$ cat src/rtl/pipeline_hazard_ctrl_if.sv
// pipeline_hazard_ctrl_if: hazard-controller bus. The master side (pipeline) drives i_* and the slave side (controller) drives o_*.
interface pipeline_hazard_ctrl_if #(
  parameter int RegAddrBits = 5,
  parameter int CntBits = 16
);
  logic                   i_tick;
  logic [RegAddrBits-1:0] i_id_rs;
  logic [RegAddrBits-1:0] i_id_rt;
  logic                   i_id_uses_rt;
  logic                   i_id_mdu_op;
  logic                   i_ex_mem_read;
  logic [RegAddrBits-1:0] i_ex_rd;
  logic                   i_ex_branch_taken;
  logic                   o_pc_en;
  logic                   o_ifid_en;
  logic                   o_idex_en;
  logic                   o_ifid_flush;
  logic                   o_idex_flush;
  logic                   o_mdu_busy;
  logic [CntBits-1:0]     o_stall_cycles;
  modport master (
    output i_tick, i_id_rs, i_id_rt, i_id_uses_rt, i_id_mdu_op, i_ex_mem_read, i_ex_rd, i_ex_branch_taken,
    input  o_pc_en, o_ifid_en, o_idex_en, o_ifid_flush, o_idex_flush, o_mdu_busy, o_stall_cycles
  );
  modport slave (
    input  i_tick, i_id_rs, i_id_rt, i_id_uses_rt, i_id_mdu_op, i_ex_mem_read, i_ex_rd, i_ex_branch_taken,
    output o_pc_en, o_ifid_en, o_idex_en, o_ifid_flush, o_idex_flush, o_mdu_busy, o_stall_cycles
  );
endinterface

$ cat src/rtl/pipeline_hazard_ctrl.sv
// pipeline_hazard_ctrl: generates the pipeline-register enables and flushes for load-use, branch and MDU hazards, with an optional stall counter (STALL_COUNTER_EN); ports are i_clk, i_rst and the slave modport of pipeline_hazard_ctrl_if.
module pipeline_hazard_ctrl #(
  parameter int RegAddrBits = 5,
  parameter int MduLatency = 32,
  parameter int CntBits = 16
) (
  input logic i_clk,
  input logic i_rst,
  pipeline_hazard_ctrl_if.slave bus
);
  typedef enum logic {RUN, MDU_WAIT} state_t;
  state_t r_state;
  logic [CntBits-1:0] r_cnt;
  logic w_load_use, w_run, w_go;
  always_comb begin
    w_load_use = bus.i_ex_mem_read && bus.i_ex_rd != RegAddrBits'(0) &&
                 (bus.i_ex_rd == bus.i_id_rs || (bus.i_id_uses_rt && bus.i_ex_rd == bus.i_id_rt));
    w_run = !i_rst && bus.i_tick && r_state == RUN;
    w_go = w_run && (bus.i_ex_branch_taken || !w_load_use);
    bus.o_pc_en = w_go;
    bus.o_ifid_en = w_go;
    bus.o_idex_en = w_run;
    bus.o_ifid_flush = i_rst || (w_run && bus.i_ex_branch_taken);
    bus.o_idex_flush = i_rst || (w_run && (bus.i_ex_branch_taken || w_load_use));
    bus.o_mdu_busy = !i_rst && r_state == MDU_WAIT;
  end
  always_ff @(posedge i_clk) begin
    if (i_rst) begin
      r_state <= RUN;
      r_cnt <= '0;
    end else if (bus.i_tick) begin
      if (r_state == RUN) begin
        if (!bus.i_ex_branch_taken && !w_load_use && bus.i_id_mdu_op) begin
          r_state <= MDU_WAIT;
          r_cnt <= CntBits'(MduLatency - 1);
        end
      end else if (r_cnt == '0) r_state <= RUN;
      else r_cnt <= r_cnt - 1'b1;
    end
  end
`ifdef STALL_COUNTER_EN
  logic [CntBits-1:0] r_stall;
  always_ff @(posedge i_clk) begin
    if (i_rst) r_stall <= '0;
    else if (bus.i_tick && !bus.o_pc_en && r_stall != '1) r_stall <= r_stall + 1'b1;
  end
  assign bus.o_stall_cycles = r_stall;
`else
  assign bus.o_stall_cycles = '0;
`endif
endmodule

$ cat src/flat_wrapper.sv
// flat-port wrapper written by rule: the top's interface ports become plain ports
module pipeline_hazard_ctrl_flat 
#(
  parameter int RegAddrBits = 5,
  parameter int MduLatency = 32,
  parameter int CntBits = 16
)
  (i_clk, i_rst, bus_i_tick, bus_i_id_rs, bus_i_id_rt, bus_i_id_uses_rt, bus_i_id_mdu_op, bus_i_ex_mem_read, bus_i_ex_rd, bus_i_ex_branch_taken, bus_o_pc_en, bus_o_ifid_en, bus_o_idex_en, bus_o_ifid_flush, bus_o_idex_flush, bus_o_mdu_busy, bus_o_stall_cycles);
  pipeline_hazard_ctrl_if #(.RegAddrBits(RegAddrBits), .CntBits(CntBits)) bus_i ();
  input logic i_clk;
  input logic i_rst;
  input wire logic [$bits(bus_i.i_tick)-1:0] bus_i_tick;
  input wire logic [$bits(bus_i.i_id_rs)-1:0] bus_i_id_rs;
  input wire logic [$bits(bus_i.i_id_rt)-1:0] bus_i_id_rt;
  input wire logic [$bits(bus_i.i_id_uses_rt)-1:0] bus_i_id_uses_rt;
  input wire logic [$bits(bus_i.i_id_mdu_op)-1:0] bus_i_id_mdu_op;
  input wire logic [$bits(bus_i.i_ex_mem_read)-1:0] bus_i_ex_mem_read;
  input wire logic [$bits(bus_i.i_ex_rd)-1:0] bus_i_ex_rd;
  input wire logic [$bits(bus_i.i_ex_branch_taken)-1:0] bus_i_ex_branch_taken;
  output wire logic [$bits(bus_i.o_pc_en)-1:0] bus_o_pc_en;
  output wire logic [$bits(bus_i.o_ifid_en)-1:0] bus_o_ifid_en;
  output wire logic [$bits(bus_i.o_idex_en)-1:0] bus_o_idex_en;
  output wire logic [$bits(bus_i.o_ifid_flush)-1:0] bus_o_ifid_flush;
  output wire logic [$bits(bus_i.o_idex_flush)-1:0] bus_o_idex_flush;
  output wire logic [$bits(bus_i.o_mdu_busy)-1:0] bus_o_mdu_busy;
  output wire logic [$bits(bus_i.o_stall_cycles)-1:0] bus_o_stall_cycles;
  assign bus_i.i_tick = bus_i_tick;
  assign bus_i.i_id_rs = bus_i_id_rs;
  assign bus_i.i_id_rt = bus_i_id_rt;
  assign bus_i.i_id_uses_rt = bus_i_id_uses_rt;
  assign bus_i.i_id_mdu_op = bus_i_id_mdu_op;
  assign bus_i.i_ex_mem_read = bus_i_ex_mem_read;
  assign bus_i.i_ex_rd = bus_i_ex_rd;
  assign bus_i.i_ex_branch_taken = bus_i_ex_branch_taken;
  assign bus_o_pc_en = bus_i.o_pc_en;
  assign bus_o_ifid_en = bus_i.o_ifid_en;
  assign bus_o_idex_en = bus_i.o_idex_en;
  assign bus_o_ifid_flush = bus_i.o_ifid_flush;
  assign bus_o_idex_flush = bus_i.o_idex_flush;
  assign bus_o_mdu_busy = bus_i.o_mdu_busy;
  assign bus_o_stall_cycles = bus_i.o_stall_cycles;
  pipeline_hazard_ctrl #(.RegAddrBits(RegAddrBits), .MduLatency(MduLatency), .CntBits(CntBits)) u_core (.i_clk(i_clk), .i_rst(i_rst), .bus(bus_i));
endmodule
$ cat config.mk
export PLATFORM = sky130hd
export DESIGN_NAME = pipeline_hazard_ctrl_flat
export DESIGN_NICKNAME = d
export VERILOG_FILES = /design/src/rtl/pipeline_hazard_ctrl_if.sv /design/src/rtl/pipeline_hazard_ctrl.sv /design/src/flat_wrapper.sv
export SDC_FILE = /design/constraint.sdc
export NUM_CORES = 1
export LEC_CHECK = 0
export ABC_AREA = 1
export BUFFER_PORTS_ARGS = -buffer_cell sky130_fd_sc_hd__buf_4
export CORE_ASPECT_RATIO = 1.5
export CORE_MARGIN = 4
export CORE_UTILIZATION = 52
export DETAILED_ROUTE_END_ITERATION = 8
export GPL_ROUTABILITY_DRIVEN = 0
export GPL_TIMING_DRIVEN = 0
export PLACE_DENSITY = 0.8
export SLEW_MARGIN = 30
export SYNTH_ARGS = -nofsm -noshare
export SYNTH_HDL_FRONTEND = slang
export SYNTH_SLANG_ARGS = --single-unit
$ cat constraint.sdc
create_clock -name i_clk -period 1.7 [get_ports i_clk]
set_clock_uncertainty 0.05 [all_clocks]
set_input_delay 0.17 -clock i_clk [delete_from_list [all_inputs] [get_ports i_clk]]
set_output_delay 0.17 -clock i_clk [all_outputs]
set_load 0.05 [all_outputs]
==> reports/results.tsv <==
stage	metric	value	unit
grt	grt_util_met1	0.184	
clocking	cts_sinks	17	
cells_and_area	stdcell_count	333	
synthesis	syn_area_per_cell	6.20	um2
synthesis	ys_seq_elements	17	
cells_and_area	nets	321	
pwr	max-vdd-ir-drop	0.460	mV
grt	antenna_found_initial	0	
grt	grt_pass1_vias	1301	
place	dpl.hpwl	2.60	mm
detailed_routing	vias	1566	
floorplanning	start_util	0.549	
synthesis	ys_warn_count	0	
critical_path	reg2reg_slack	-0.01	ns
cells_and_area	fin_area	0.00201	mm2
pwr	power.leakage	1.09	nW
timing	finalCriticalPeriod	1.71	ns
critical_path	arrival	1.81	ns
critical_path	crit_required	1.80	ns
critical_path	timing.rr.end	u_core.r_cnt[14]$_SDFFE_PP0P_	
detailed_routing	drc_errors	0	
timing	fin_crit_sh	1.01	
cells_and_area	drive_above_1_share	0.358	
detailed_routing	wl	3.67	mm
critical_path	crit_start	u_core.r_cnt[0]$_SDFFE_PP0P_	
critical_path	ff2ff_path_depth	9	
timing	finalSetupViolCount	1	
grt	grt_use_met3	0.0243	
timing	drv_slew	0	
cells_and_area	multi_input_area	986	um2
cells_and_area	seqCellArea	344	um2
cells_and_area	layout_common_cells	nand2_1, buf_4, inv_1	
grt	track_usage	0.176	
pwr	powerDensity	676	mW/mm2
timing	hold_viol_final	0	
critical_path	r2r-start	u_core.r_cnt[0]$_SDFFE_PP0P_	
clocking	htreeDepth	1	
synthesis	yosysUniqueCellTypes	26	
clocking	clockRootBuffer	clkbuf_8	
synthesis	synth_top_cell_by_area	dfxtp_1	
critical_path	crit_path_end_kind	flop	
clocking	cts_tree	built	
clocking	hold_buffers	0	
cells_and_area	area_growth	34.1	%
outcome	violations	negative setup slack	
cells_and_area	fill_cells	238	
floorplanning	core	0.00273	mm2
grt	gr-usage-met2	0.347	
floorplanning	die_area	0.00383	mm2
outcome	status	finished with violations	
min_path	hold_end	u_core.r_cnt[11]$_SDFFE_PP0P_	
critical_path	start_kind	flop	
grt	busiest_layer	met2	
timing	rsz0062_at_grt	yes	
grt	overflow	0	
clocking	worstSkewPairLatency	0.25	ns
floorplanning	die-width	51.9	um
detailed_routing	vias_per_cell	4.70	
min_path	min-delay-start	i_rst	
grt	grt_pass1_wl	5.24	mm
timing	layout_setup_ws	-0.0122	ns
detailed_routing	routedWlPerCell	11.0	um
synthesis	ys_seq_area_frac	0.227	
detailed_routing	dr.pass1.iters	5	
clocking	clock_path_buffers	2	
critical_path	critPathKind	flop to flop	
detailed_routing	dr.first_iter.drc_count	35	
min_path	worstHoldPathType	primary input to flop	
grt	grt_max_degree	11	
timing	tns	-0.0122	ns
critical_path	cp_max_fo	4	
cells_and_area	final_common_cell	nand2_1	
clocking	numCtsBuffers	3	
synthesis	netlist_instances	242	
floorplanning	chipHeight	73.8	um
clocking	clkTransAtPathRegs	0.07	ns
place	port_buffers	26	
floorplanning	rows	23	
min_path	hold_depth	2	
place	placed_area	0.00181	mm2
detailed_routing	antenna_left	0	
synthesis	syn_area	0.00150	mm2
job	maxCapViolations	0	
pwr	power.total	1.36	mW
synthesis	synth_area_leaders	dfxtp_1, nand2_1, buf_4	
cells_and_area	antenna_cells	0	
synthesis	yosysTopAreaCellShare	0.227	
timing	clock.fmax	584	MHz
place	dp_cells	320	
floorplanning	io_pins	44	
synthesized netlist by cell type:
| library cell | n |
|---|---|
| nand3_1 | 20 |
| a21oi_1 | 8 |
| clkinv_1 | 1 |
| buf_2 | 1 |
| o21ai_2 | 2 |
| conb_1 | 1 |
| nand2_1 | 71 |
| buf_12 | 1 |
| nor2_1 | 22 |
| o22ai_1 | 1 |
| o21ai_0 | 10 |
| nand4_1 | 2 |
| ha_1 | 2 |
| inv_1 | 29 |
| nand2_2 | 3 |
| nand2_4 | 1 |
| inv_2 | 7 |
| nor2_4 | 2 |
| nand2_8 | 1 |
| buf_4 | 18 |
| dfxtp_1 | 17 |
| xnor2_1 | 2 |
| xor2_1 | 5 |
| nand3_2 | 9 |
| nor3_1 | 3 |
| nor2_2 | 3 |
worst max-delay path: stages, from the launching register on:
cell and delay, ns:
dfxtp_2 0.33, inv_2 0.08, buf_4 0.11, ha_1 0.17, nand2_1 0.07, nor2_2 0.17, nand3_1 0.18, nor3_2 0.17
xor2_1 0.20, o21ai_2 0.08
power breakdown:
group	internal (mW)	switching (mW)
Combinational	0.242	0.376
Clock	0.166	0.141
Sequential	0.415	0.0215
Total	0.824	0.538
timing repair:
| action | in CTS | in global routing |
|---|---|---|
| pin swaps | 0 | 14 |
| endpoints found under the setup margin | 2 | 18 |
| hold endpoints to repair | 0 | 0 |
| buffers inserted | 0 | 8 |
| resized for setup | 2 | 21 |
| gates cloned | 0 | 1 |
registers in the layout (all words and copies together), names as in the netlist:
name	count
u_core.r_cnt	16
u_core.r_state	1
stage by stage:
stage          hold WS, ns  worst slack [ns]   util
2_1_floorplan        0.189           -0.0204      -
3_3_place_gp         0.362           -0.0301  0.662
3_5_place_dp         0.361           -0.0479  0.662
4_1_cts              0.100            0.0126  0.681
5_1_grt              0.104            -0.105  0.736
6_report            0.0965           -0.0122  0.736
cell type report:
cell class                 count  area share
buffer                        20      0.0796
clock buffer                   4      0.0224
inverter                      37      0.0690
multi-input combinational    183       0.490
sequential                    17       0.171
tap                           37      0.0230
timing repair buffer          35       0.145
routing by layer:
metal,wire (um),vias up
met5,0,-
met1,1400,683
met4,123,0
met2,2040,42
met3,111,13
li1,-,828
logic make-up after synthesis:
logic type,after synthesis,synth area share
AO/OA/AOI/OAI,21,0.0758
other,1,0.00250
XOR/XNOR,7,0.0408
adder cells (fa/ha/maj),2,0.0167
buffers and inverters,57,0.199
flip-flops,17,0.227
AND/OR/NAND/NOR,137,0.438
worst max path at each step:
stage and end:
4_1_cts u_core.r_cnt[14]$_SDFFE_PP0P_, 3_3_place_gp u_core.r_cnt[14]$_SDFFE_PP0P_, 2_1_floorplan bus_o_pc_en, 6_report u_core.r_cnt[14]$_SDFFE_PP0P_, 3_5_place_dp u_core.r_cnt[14]$_SDFFE_PP0P_, 5_1_grt u_core.r_cnt[10]$_SDFFE_PP0P_
No activity file was read; power rests on OpenSTA's default activity.
